File: config.mk
export PLATFORM = sky130hd
export DESIGN_NAME = note_scheduler
export DESIGN_NICKNAME = d
export VERILOG_FILES = /design/src/rtl/note_scheduler.sv
export SDC_FILE = /design/constraint.sdc
export NUM_CORES = 1
export LEC_CHECK = 0
export CAP_MARGIN = 20
export CORE_MARGIN = 5
export CORE_UTILIZATION = 40
export CTS_CLUSTER_DIAMETER = 100
export DETAILED_ROUTE_END_ITERATION = 6
export SETUP_SLACK_MARGIN = 0.02
export SYNTH_ARGS = -nofsm -noshare
export SYNTH_HDL_FRONTEND = slang
export SYNTH_SLANG_ARGS = --single-unit
File: constraint.sdc
create_clock -name pixel_clk_in -period 7.1 [get_ports pixel_clk_in]
set_input_delay 1.42 -clock pixel_clk_in [delete_from_list [all_inputs] [get_ports pixel_clk_in]]
set_output_delay 1.42 -clock pixel_clk_in [all_outputs]
set_load 0.01 [all_outputs]
File: src/rtl/note_scheduler.sv
// note_scheduler: splits buffered note/rest events into measure-aligned power-of-two renderer writes
module note_scheduler #(
  parameter int FIFO_DEPTH = 8,
  parameter int MEASURES   = 20,
  parameter int GAP_CYCLES = 2
) (
  input  logic       pixel_clk_in,
  input  logic       rst_n_in,
  input  logic       ev_valid_in,
  output logic       ev_ready_out,
  input  logic [5:0] ev_pitch_in,
  input  logic [5:0] ev_len_in,
  input  logic       ev_rest_in,
  input  logic       clear_in,
  output logic       new_note_out,
  output logic [5:0] note_out,
  output logic [7:0] note_type_out,
  output logic       tie_out,
  output logic       score_clr_out,
  output logic [7:0] eighth_pos_out,
  output logic       page_full_out,
  output logic       drop_out
);
  localparam int AW = $clog2(FIFO_DEPTH);
  localparam int GW = $clog2(GAP_CYCLES);
  localparam logic [7:0] FULL_POS = 8'(8 * MEASURES);
  localparam logic [AW:0] PTR_ONE = 1;
  localparam logic [GW-1:0] GAP_LAST = GW'(GAP_CYCLES - 1);
  typedef enum logic [2:0] {IDLE, LOAD, EMIT, GAP, FULL} state_t;
  state_t state_q, state_d;
  logic [12:0] mem_q [FIFO_DEPTH];
  logic [AW:0] wr_ptr_q, rd_ptr_q;
  logic [5:0] rem_q, rem_d, pitch_q, pitch_d, note_q, note_d;
  logic rest_q, rest_d, first_q, first_d;
  logic [GW-1:0] gap_q, gap_d;
  logic [7:0] pos_q, pos_d, type_q, type_d;
  logic strobe_q, strobe_d, tie_q, tie_d, clr_q, clr_d, drop_q, drop_d;
  logic fifo_empty, fifo_full, push, pop;
  logic [12:0] head;
  logic [3:0] space, piece;
  logic [5:0] avail;
  logic [1:0] idx;
  assign fifo_empty = wr_ptr_q == rd_ptr_q;
  assign fifo_full = (wr_ptr_q[AW] != rd_ptr_q[AW]) && (wr_ptr_q[AW-1:0] == rd_ptr_q[AW-1:0]);
  assign ev_ready_out = !fifo_full && state_q != FULL;
  // zero-length events are acknowledged but never occupy a slot
  assign push = ev_valid_in && ev_ready_out && ev_len_in != 6'd0;
  assign pop = state_q == LOAD;
  assign head = mem_q[rd_ptr_q[AW-1:0]];
  // largest power of two that fits both the remaining length and the room left in this measure
  assign space = 4'd8 - {1'b0, pos_q[2:0]};
  assign avail = (rem_q < {2'b00, space}) ? rem_q : {2'b00, space};
  assign idx = (avail >= 6'd8) ? 2'd3 : (avail >= 6'd4) ? 2'd2 : (avail >= 6'd2) ? 2'd1 : 2'd0;
  assign piece = 4'b0001 << idx;
  assign new_note_out = strobe_q;
  assign note_out = note_q;
  assign note_type_out = type_q;
  assign tie_out = tie_q;
  assign score_clr_out = clr_q;
  assign eighth_pos_out = pos_q;
  assign page_full_out = state_q == FULL;
  assign drop_out = drop_q;
  // event storage needs no reset: only slots between the pointers are ever read
  always_ff @(posedge pixel_clk_in) begin
    if (push) mem_q[wr_ptr_q[AW-1:0]] <= {ev_rest_in, ev_pitch_in, ev_len_in};
  end
  // sequencing: load an event, emit one piece, pace the renderer, repeat or stall on a full page
  always_comb begin
    state_d = state_q;
    rem_d = rem_q;
    pitch_d = pitch_q;
    rest_d = rest_q;
    first_d = first_q;
    gap_d = gap_q;
    pos_d = pos_q;
    strobe_d = 1'b0;
    note_d = 6'd0;
    type_d = 8'd0;
    tie_d = 1'b0;
    drop_d = 1'b0;
    clr_d = clear_in;
    unique case (state_q)
      IDLE: state_d = fifo_empty ? IDLE : LOAD;
      LOAD: begin
        {rest_d, pitch_d, rem_d} = head;
        first_d = 1'b1;
        state_d = EMIT;
      end
      EMIT: begin
        strobe_d = 1'b1;
        note_d = pitch_q;
        type_d = 8'b1 << {rest_q, idx};
        tie_d = !first_q && !rest_q;
        pos_d = pos_q + {4'b0000, piece};
        rem_d = rem_q - {2'b00, piece};
        first_d = 1'b0;
        gap_d = '0;
        state_d = GAP;
      end
      GAP: begin
        gap_d = gap_q + GW'(1);
        if (gap_q == GAP_LAST) begin
          if (pos_q == FULL_POS && !clear_in) begin
            state_d = FULL;
            drop_d = rem_q != 6'd0;
            rem_d = 6'd0;
          end else begin
            state_d = (rem_q != 6'd0) ? EMIT : fifo_empty ? IDLE : LOAD;
          end
        end
      end
      FULL: state_d = FULL;
      default: state_d = IDLE;
    endcase
    if (clear_in) begin
      pos_d = 8'd0;
      if (state_q == FULL) state_d = IDLE;
    end
  end
  // state, pointers and registered renderer outputs
  always_ff @(posedge pixel_clk_in or negedge rst_n_in) begin
    if (!rst_n_in) begin
      state_q <= IDLE;
      wr_ptr_q <= '0;
      rd_ptr_q <= '0;
      rem_q <= 6'd0;
      pitch_q <= 6'd0;
      rest_q <= 1'b0;
      first_q <= 1'b0;
      gap_q <= '0;
      pos_q <= 8'd0;
      strobe_q <= 1'b0;
      note_q <= 6'd0;
      type_q <= 8'd0;
      tie_q <= 1'b0;
      clr_q <= 1'b0;
      drop_q <= 1'b0;
    end else begin
      state_q <= state_d;
      if (push) wr_ptr_q <= wr_ptr_q + PTR_ONE;
      if (pop) rd_ptr_q <= rd_ptr_q + PTR_ONE;
      rem_q <= rem_d;
      pitch_q <= pitch_d;
      rest_q <= rest_d;
      first_q <= first_d;
      gap_q <= gap_d;
      pos_q <= pos_d;
      strobe_q <= strobe_d;
      note_q <= note_d;
      type_q <= type_d;
      tie_q <= tie_d;
      clr_q <= clr_d;
      drop_q <= drop_d;
    end
  end
endmodule

==> Flow_metrics.wiki, run 1 <==
{| class="wikitable"
! Metric !! Value
|-
| Synth area leader || sky130_fd_sc_hd__edfxtp_1
|-
| Chip Height || 137.9 µm
|-
| Slew of the pin with the lowest slew margin || between 700 and 800 ps
|-
| Worst slack on hold paths || 432.9 ps
|-
| Total global routing track utilization || 0.1446
|-
| Syn Inst Count || 420
|-
| Clock-pin transition on the worst setup and hold timing paths || ~60 ps
|-
| H-tree depth reported by CTS || 4
|-
| Maximum buffer depth of the clock tree || 2
|-
| Detailed router's first-iteration violation count || 218
|-
| Post-CTS repair timing setup buffer count || 0
|-
| Post-CTS Resized || 0
|-
| Cell-by-cell trace of the critical path || buf_4 > xnor2_1 > and3_1 > a21oi_1 > clkdlybuf4s50_1
|-
| Met3 Track Usage GR || 0.04136
|-
| Pin count of the biggest net entering global routing || between 50 and 60
|-
| Element type at the critical path start || flip-flop
|-
| Peak ir drop on the vdd network || 209.1 µV
|-
| Post-DP HPWL || 8.063 mm
|-
| Average cell area after synthesis || between 15 and 20 µm²
|-
| Commonest cells post-synth || sky130_fd_sc_hd__edfxtp_1, sky130_fd_sc_hd__dfrtp_1, sky130_fd_sc_hd__nor2_1, sky130_fd_sc_hd__mux4_2, sky130_fd_sc_hd__nand2_1
|-
| Placement row count || 46
|-
| Worst Setup Slack post-DPL || ~3000 ps
|-
| Endpoints failing setup || 0
|-
| Vias in the first global route || 3716
|-
| Master cell of the clock root buffer || sky130_fd_sc_hd__clkbuf_16
|-
| Fraction of the yosys area taken by sequential cells || 0.6758
|-
| Leakage power of the design || a little under 3 nW
|-
| Width of the die || around 140 µm
|-
| Met1 track demand over resource || 0.1889
|-
| Period utilization || 0.5187
|-
| Reg2reg end || eighth_pos_out[6]$_DFFE_PN0P_
|-
| Cell depth of the worst min-delay path || 1
|-
| Final hold violations || 0
|-
| Overflow left after global routing || 0
|-
| Launch instance of the worst register-to-register path || eighth_pos_out[0]$_DFFE_PN0P_
|-
| Max_slew headroom || 0.4895
|-
| Unrepaired setup endpoints after global routing || false
|-
| Outcome || completed
|-
| Class of the tightest hold or removal check || flip-flop to flip-flop
|-
| Max-cap violation count || 0
|-
| Post-layout min period || roughly 3700 ps
|-
| Number of nets in the final layout || about 510
|-
| Port bufs || between 40 and 50
|-
| Total die area || 0.01902 mm²
|-
| Source of the critical timing path || rd_ptr_q[0]$_DFFE_PN0P_
|-
| Largest fanout on the critical path || 28
|-
| Cell with the biggest individual delay on the critical path || sky130_fd_sc_hd__clkdlybuf4s50_1
|-
| Library cell with the highest instance count after synthesis || sky130_fd_sc_hd__edfxtp_1
|-
| Number of CTS-inserted buffers || 17
|-
| Worst Reg2Reg Path Length in Cells || 14
|-
| Power per cell area || between 400 and 500 mW/mm²
|-
| Starting Density || 0.4106
|-
| Number of enable flip-flop cells after synthesis || 104
|-
| Setup TNS Final || 0 ps
|-
| Worst setup path endpoint || ev_ready_out
|-
| Core Region || 0.01594 mm²
|-
| Clock tree from TritonCTS || yes
|-
| Post-route worst setup slack || 3417 ps
|-
| Synthesized Nets || approximately 450
|-
| Via density || around 5.2
|-
| Post-Synthesis Cell Area || about 0.0065 mm²
|-
| Skew final || just over 5 ps
|-
| Proportion of layout cells with a drive suffix above 1 || 0.1493
|-
| Synth top area share || 0.4771
|-
| Final antenna-violating net count || 0
|-
| Yosys warning total || 0
|-
| First-pass detailed-route iteration total || 5
|-
| Number of hold buffers added after cts || 0
|-
| Wirelength, routed || between 10 and 15 mm
|-
| Maximum operating frequency || 271.5 MHz
|-
| Flop2flop setup slack || 3470 ps
|-
| Clock latency on the worst-skew pair || 420 ps
|-
| CTS sink cnt || 156
|-
| DRC violations left || 0
|-
| Placer's final routability congestion estimate || around 0.81
|-
| Number of flip-flops and latches in the synthesized netlist || about 160
|-
| Synth Flop Type || sky130_fd_sc_hd__edfxtp_1
|-
| Routed len/inst || roughly 18 µm
|-
| Initial antenna violation count || 0
|-
| P&R area growth vs syn || 20.45%
|-
| Classification of the worst setup path || flip-flop to primary output
|-
| Asr flop ratio synth || 0.3333
|-
| Fillers || ~1400
|-
| Critical Path Sink Type || primary output
|-
| Max-slew violation total from the final report || 0
|-
| CP max stage delay || around 550 ps
|-
| Top cells by area in the synthesized netlist || sky130_fd_sc_hd__edfxtp_1, sky130_fd_sc_hd__dfrtp_1, sky130_fd_sc_hd__mux4_2
|-
| Arr. time, crit path || ~2300 ps
|-
| Global-route wire length before repair || slightly above 20 mm
|-
| Busiest metal layer after global routing || met2
|-
| Total via count after detailed routing || 3655
|-
| Count of cell types in the netlist || 50
|-
| Global routing met2 resource utilization || 0.2332
|-
| Diodes inserted || 0
|-
| Data required, critical path || around 5700 ps
|-
| Number of top-level design ports || between 40 and 50
|}
metrics by stage:
step / total power [mW] / cell area, µm² / instances / util
after floorplan: 2.180 / 6546 / 420 / -
after global placement: 2.521 / 7237 / 670 / 0.4539
after detailed placement: 2.555 / 7237 / 670 / 0.4539
after CTS: 3.493 / 7849 / 702 / 0.4923
after global routing: 3.690 / 7885 / 705 / 0.4946
final: 3.455 / 7885 / 705 / 0.4946
routing by layer:
metal	wire (µm)	part of all wire
met1	5687	0.45
met2	5995	0.48
met3	685	0.055
met4	171	0.014
met5	0	0
where the power goes:
group,total (mW),switching (mW),internal (mW)
Clock,0.930,0.370,0.560
Sequential,1.29,0.117,1.17
Combinational,1.24,0.663,0.574
Total,3.46,1.15,2.31
area by class of cell:
| class | count | area [µm²] | area share |
|---|---|---|---|
| multi-input cells | 231 | 1987 | 0.2520 |
| flip-flops and latches | 156 | 4424 | 0.5611 |
| clock buffers | 17 | 425.4 | 0.05395 |
| clock inverters | 15 | 186.4 | 0.02364 |
| inverters | 14 | 52.55 | 0.006665 |
| repair buffers | 56 | 539.3 | 0.06839 |
| well taps | 216 | 270.3 | 0.03427 |
state kept, by name, indices dropped and copies added, names as in the netlist:
register,cells
mem_q,104
eighth_pos_out,8
note_type_out,8
note_out,6
pitch_q,6
rem_q,6
rd_ptr_q,4
wr_ptr_q,4
state_q,3
drop_out,1
first_q,1
gap_q,1
new_note_out,1
rest_q,1
score_clr_out,1
tie_out,1
worst max-delay path, delay by kind of cell, from the launching register on:
family / cells / cell delay [ps]
AO/OA/AOI/OAI: 1 / 120
XOR/XNOR: 1 / 160
buffers and inverters: 2 / 1010
flip-flops: 1 / 320
AND/OR/NAND/NOR: 1 / 210
worst min path at each step:
stage | slack (ps) | startpoint | to
floorplan | 410 | first_q$_DFFE_PN0P_ | tie_out$_DFF_PN0_
global placement | 420 | first_q$_DFFE_PN0P_ | tie_out$_DFF_PN0_
detailed placement | 440 | first_q$_DFFE_PN0P_ | tie_out$_DFF_PN0_
CTS | 450 | first_q$_DFFE_PN0P_ | tie_out$_DFF_PN0_
global route | 460 | first_q$_DFFE_PN0P_ | tie_out$_DFF_PN0_
finish | 430 | first_q$_DFFE_PN0P_ | tie_out$_DFF_PN0_
kinds of logic (layout without fill, tap and decap cells):
| kind of cell | after synthesis | after routing | synth area share |
|---|---|---|---|
| fa+ha+maj | 16 | 16 | 0.03288 |
| buf+inv | 33 | 102 | 0.02217 |
| mux | 45 | 45 | 0.1208 |
| compound gates | 55 | 55 | 0.05218 |
| flops | 156 | 156 | 0.6758 |
| simple gates | 99 | 99 | 0.07473 |
| xor+xnor | 16 | 16 | 0.02141 |
placed cells by master (no fill, tap or decap), drive strengths merged, types with 2 or more instances in the layout:
cell | netlist | final
o31a | 2 | 2
fa | 2 | 2
and3 | 2 | 2
a21oi | 20 | 20
nor2 | 29 | 29
o21ai | 13 | 13
or3 | 2 | 2
clkdlybuf4s50 | 0 | 43
ha | 14 | 14
a211oi | 4 | 4
and2 | 7 | 7
clkbuf | 5 | 18
buf | 14 | 12
mux4 | 26 | 26
nor3 | 13 | 13
mux2 | 3 | 3
dfrtp | 52 | 52
nand4 | 4 | 4
o211ai | 2 | 2
inv | 13 | 19
edfxtp | 104 | 104
a21o | 3 | 3
nor2b | 3 | 3
o21a | 2 | 2
mux2i | 16 | 16
xor2 | 6 | 6
nand2b | 8 | 8
bufinv | 0 | 3
nand2 | 23 | 23
xnor2 | 10 | 10
clkinv | 1 | 6
(Power assumes the default switching activity.)
==> inputs of run 2 (changes only) <==
==> constraint.sdc (replaced) <==
create_clock -name pixel_clk_in -period 3.1 [get_ports pixel_clk_in]
set_input_delay 0.62 -clock pixel_clk_in [delete_from_list [all_inputs] [get_ports pixel_clk_in]]
set_output_delay 0.62 -clock pixel_clk_in [all_outputs]
set_load 0.01 [all_outputs]
==> run 2 against run 1 <==
Combinational power rose to 2.8 times the previous value. Power rose to 2.5 times the previous value. First-iteration DRC count fell by 7.3%. Wire length rose by 3.6%. Via count rose by 1.6%. Register-to-register slack got worse by 3400 ps.
==> Flow_metrics.wiki, run 2 (synthesis results as in run 1) <==
{| class="wikitable"
! Metric !! Value
|-
| Via density || 5.106 (-1.5%)
|-
| Routed len/inst || 17.87 µm (+0.46%)
|-
| Width of the die || 137.9 µm (unchanged)
|-
| Setup TNS Final || 0 ps (unchanged)
|-
| Detailed router's first-iteration violation count || 202 (-7.3%)
|-
| Proportion of layout cells with a drive suffix above 1 || 0.2290 (+0.07968)
|-
| Number of flip-flops in the largest register || 104 (unchanged)
|-
| Max-cap violation count || 0 (unchanged)
|-
| Power share of the combinational group || 0.400 (+0.042)
|-
| Number of CTS-inserted buffers || 17 (unchanged)
|-
| Post-DP HPWL || 8.368 mm (+3.8%)
|-
| Data required, critical path || 3390 ps (-2290 ps)
|-
| Total die area || 0.01902 mm² (unchanged)
|-
| Diodes inserted || 0 (unchanged)
|-
| Register share of total power || 0.340 (-0.033)
|-
| Leakage power of the design || 3.043 nW (+4.0%)
|-
| First-pass detailed-route iteration total || 4 (-1)
|-
| Slew of the pin with the lowest slew margin || 619.6 ps (-142.6 ps)
|-
| Max-slew violation total from the final report || 0 (unchanged)
|-
| Clock tree from TritonCTS || yes
|-
| DRC violations left || 0 (unchanged)
|-
| Chip Height || 137.9 µm (unchanged)
|-
| Number of top-level design ports || 45 (unchanged)
|-
| Relative contribution of the clock network to total power || 0.259 (-0.010)
|-
| Wirelength, routed || 12.99 mm (+3.6%)
|-
| CTS sink cnt || 156 (unchanged)
|-
| P_int || 5.861 mW (+150%)
|-
| Total via count after detailed routing || 3712 (+1.6%)
|-
| Skew final || 11.14 ps (+5.996 ps)
|-
| Number of nets in the final layout || 531 (+4.3%)
|-
| Starting Density || 0.4106 (unchanged)
|-
| H-tree depth reported by CTS || 4 (unchanged)
|-
| Overflow left after global routing || 0 (unchanged)
|-
| Peak ir drop on the vdd network || 458.2 µV (+120%)
|-
| Element type at the critical path start || flip-flop
|-
| Vias in the first global route || 3831 (+3.1%)
|-
| Master cell of the clock root buffer || sky130_fd_sc_hd__clkbuf_16
|-
| Critical Path Sink Type || flip-flop
|-
| Arr. time, crit path || 3350 ps (+1090 ps)
|-
| Period utilization || 0.9858
|-
| Share of total power consumed by net switching || 0.3248 (-0.008002)
|-
| Classification of the worst setup path || flip-flop to flip-flop
|-
| Clock-pin transition on the worst setup and hold timing paths || 60 ps (about the same)
|-
| Post-layout min period || about 3000 ps
|-
| Maximum operating frequency || ~330 MHz
|-
| Core Region || 0.01594 mm² (unchanged)
|-
| Initial antenna violation count || 0 (unchanged)
|-
| Final core occ || 0.5165 (+0.02190)
|-
| P&R area growth vs syn || 25.78%
|-
| Pin count of the biggest net entering global routing || 30 (-43%)
|-
| Final hold violations || 0 (unchanged)
|-
| Class of the tightest hold or removal check || input port to async pin
|-
| Clock latency on the worst-skew pair || 410 ps (about the same)
|-
| Port bufs || 44 (unchanged)
|-
| Total global routing track utilization || 0.1473 (+0.002713)
|-
| Placer's final routability congestion estimate || 0.8011 (-1.1%)
|-
| Max_slew headroom || 0.5870 (+0.09744)
|-
| Global-route wire length before repair || 20.78 mm (+2.6%)
|-
| Maximum buffer depth of the clock tree || 2 (unchanged)
|-
| Unrepaired setup endpoints after global routing || true
|-
| Commonest non-fill, non-tap cell in the layout || sky130_fd_sc_hd__edfxtp_1
|-
| Fillers || 1344 (-0.74%)
|-
| Endpoints failing setup || 0 (unchanged)
|-
| Placement row count || 46 (unchanged)
|-
| Power per cell area || 1054 mW/mm² (+140%)
|-
| Final antenna-violating net count || 0 (unchanged)
|-
| Power dissipated by switching net loads || 2.819 mW (+150%)
|-
| Outcome || completed
|-
| Top library cells by usage in the layout, fill and taps aside || sky130_fd_sc_hd__edfxtp_1, sky130_fd_sc_hd__dfrtp_1, sky130_fd_sc_hd__clkdlybuf4s50_1
|-
| Largest fanout on the critical path || 4 (-86%)
|}
[run 2: cell count changes in the layout (fill, tap and decap cells not counted), sizes merged]
cell    change
buf        +23
bufinv      +2
clkinv      -1
inv         -3
clkbuf      +1
[run 2: worst paths after layout]
check	start	to	slack (ps)	cells past startpoint
min in group pixel_clk_in	first_q$_DFFE_PN0P_	tie_out$_DFF_PN0_	430	1
setup / recovery	eighth_pos_out[0]$_DFFE_PN0P_	rem_q[5]$_DFFE_PN0P_	40	14
max in group asynchronous	rst_n_in	rem_q[0]$_DFFE_PN0P_	2430	2
setup reg to reg	eighth_pos_out[0]$_DFFE_PN0P_	rem_q[5]$_DFFE_PN0P_	40	14
hold reg to reg	first_q$_DFFE_PN0P_	tie_out$_DFF_PN0_	430	1
hold / removal	rst_n_in	eighth_pos_out[6]$_DFFE_PN0P_	100	1
[run 2: layout make-up]
type | count | area (µm²) | area share
repair buffers | 78 | 719.4 | 0.08737
multi-input cells | 231 | 2121 | 0.2576
clock buffers | 19 | 432.9 | 0.05258
well taps | 216 | 270.3 | 0.03282
flip-flops and latches | 156 | 4427 | 0.5376
inverters | 14 | 52.55 | 0.006382
clock inverters | 13 | 211.5 | 0.02568
[run 2: worst max-delay path, cell delays in order (launching register included)]
cell                      delay [ps]
sky130_fd_sc_hd__dfrtp_2         400
sky130_fd_sc_hd__buf_4           150
sky130_fd_sc_hd__nor3_4          150
sky130_fd_sc_hd__inv_1            70
sky130_fd_sc_hd__ha_1            320
sky130_fd_sc_hd__o21ai_2          70
sky130_fd_sc_hd__o21ai_2         210
sky130_fd_sc_hd__buf_4           170
sky130_fd_sc_hd__mux2i_4         280
sky130_fd_sc_hd__ha_1            270
sky130_fd_sc_hd__nor2b_1         150
sky130_fd_sc_hd__o31a_1          270
sky130_fd_sc_hd__o31a_1          250
sky130_fd_sc_hd__o21ai_1         120
sky130_fd_sc_hd__o21ai_1          70
[run 2: per-layer routing]
metal	global-route usage	share of wire	vias up
li1	-	-	1755
met1	0.1865	0.44	1881
met2	0.2440	0.51	69
met3	0.03592	0.045	7
met4	0.06037	0.0082	0
met5	0	0	-
[run 2: stage by stage]
stage / instance area, µm² / setup slack, ps / power [mW] / hold WS [ps] / std cells
2_1_floorplan: 6563 / 39.20 / 5.029 / 324.4 / 420
4_1_cts: 8128 / 24.82 / 8.514 / 87.20 / 725
5_1_grt: 8234 / -112.7 / 9.230 / 105.3 / 727
3_3_place_gp: 7436 / -19.61 / 6.054 / 418.4 / 691
6_report: 8234 / 43.94 / 8.680 / 99.25 / 727
3_5_place_dp: 7436 / -73.58 / 6.118 / 425.4 / 691
[run 2: what timing repair did]
item                                    4_1_cts  5_1_grt
pin swaps                                     2       11
gates cloned                                  0        0
endpoints found under the setup margin        7        9
buffers inserted                              2        2
resized for setup                             9       19
hold buffers                                  0        0
[run 2: power groups by stage]
| stage | sequential, mW | combinational (mW) | clock (mW) |
|---|---|---|---|
| 6_report | 2.95 | 3.48 | 2.25 |
| 5_1_grt | 3.00 | 3.83 | 2.39 |
| 4_1_cts | 2.95 | 3.26 | 2.31 |
| 3_5_place_dp | 2.99 | 3.13 | 0 |
| 3_3_place_gp | 2.97 | 3.09 | 0 |
| 2_1_floorplan | 2.94 | 2.09 | 0 |
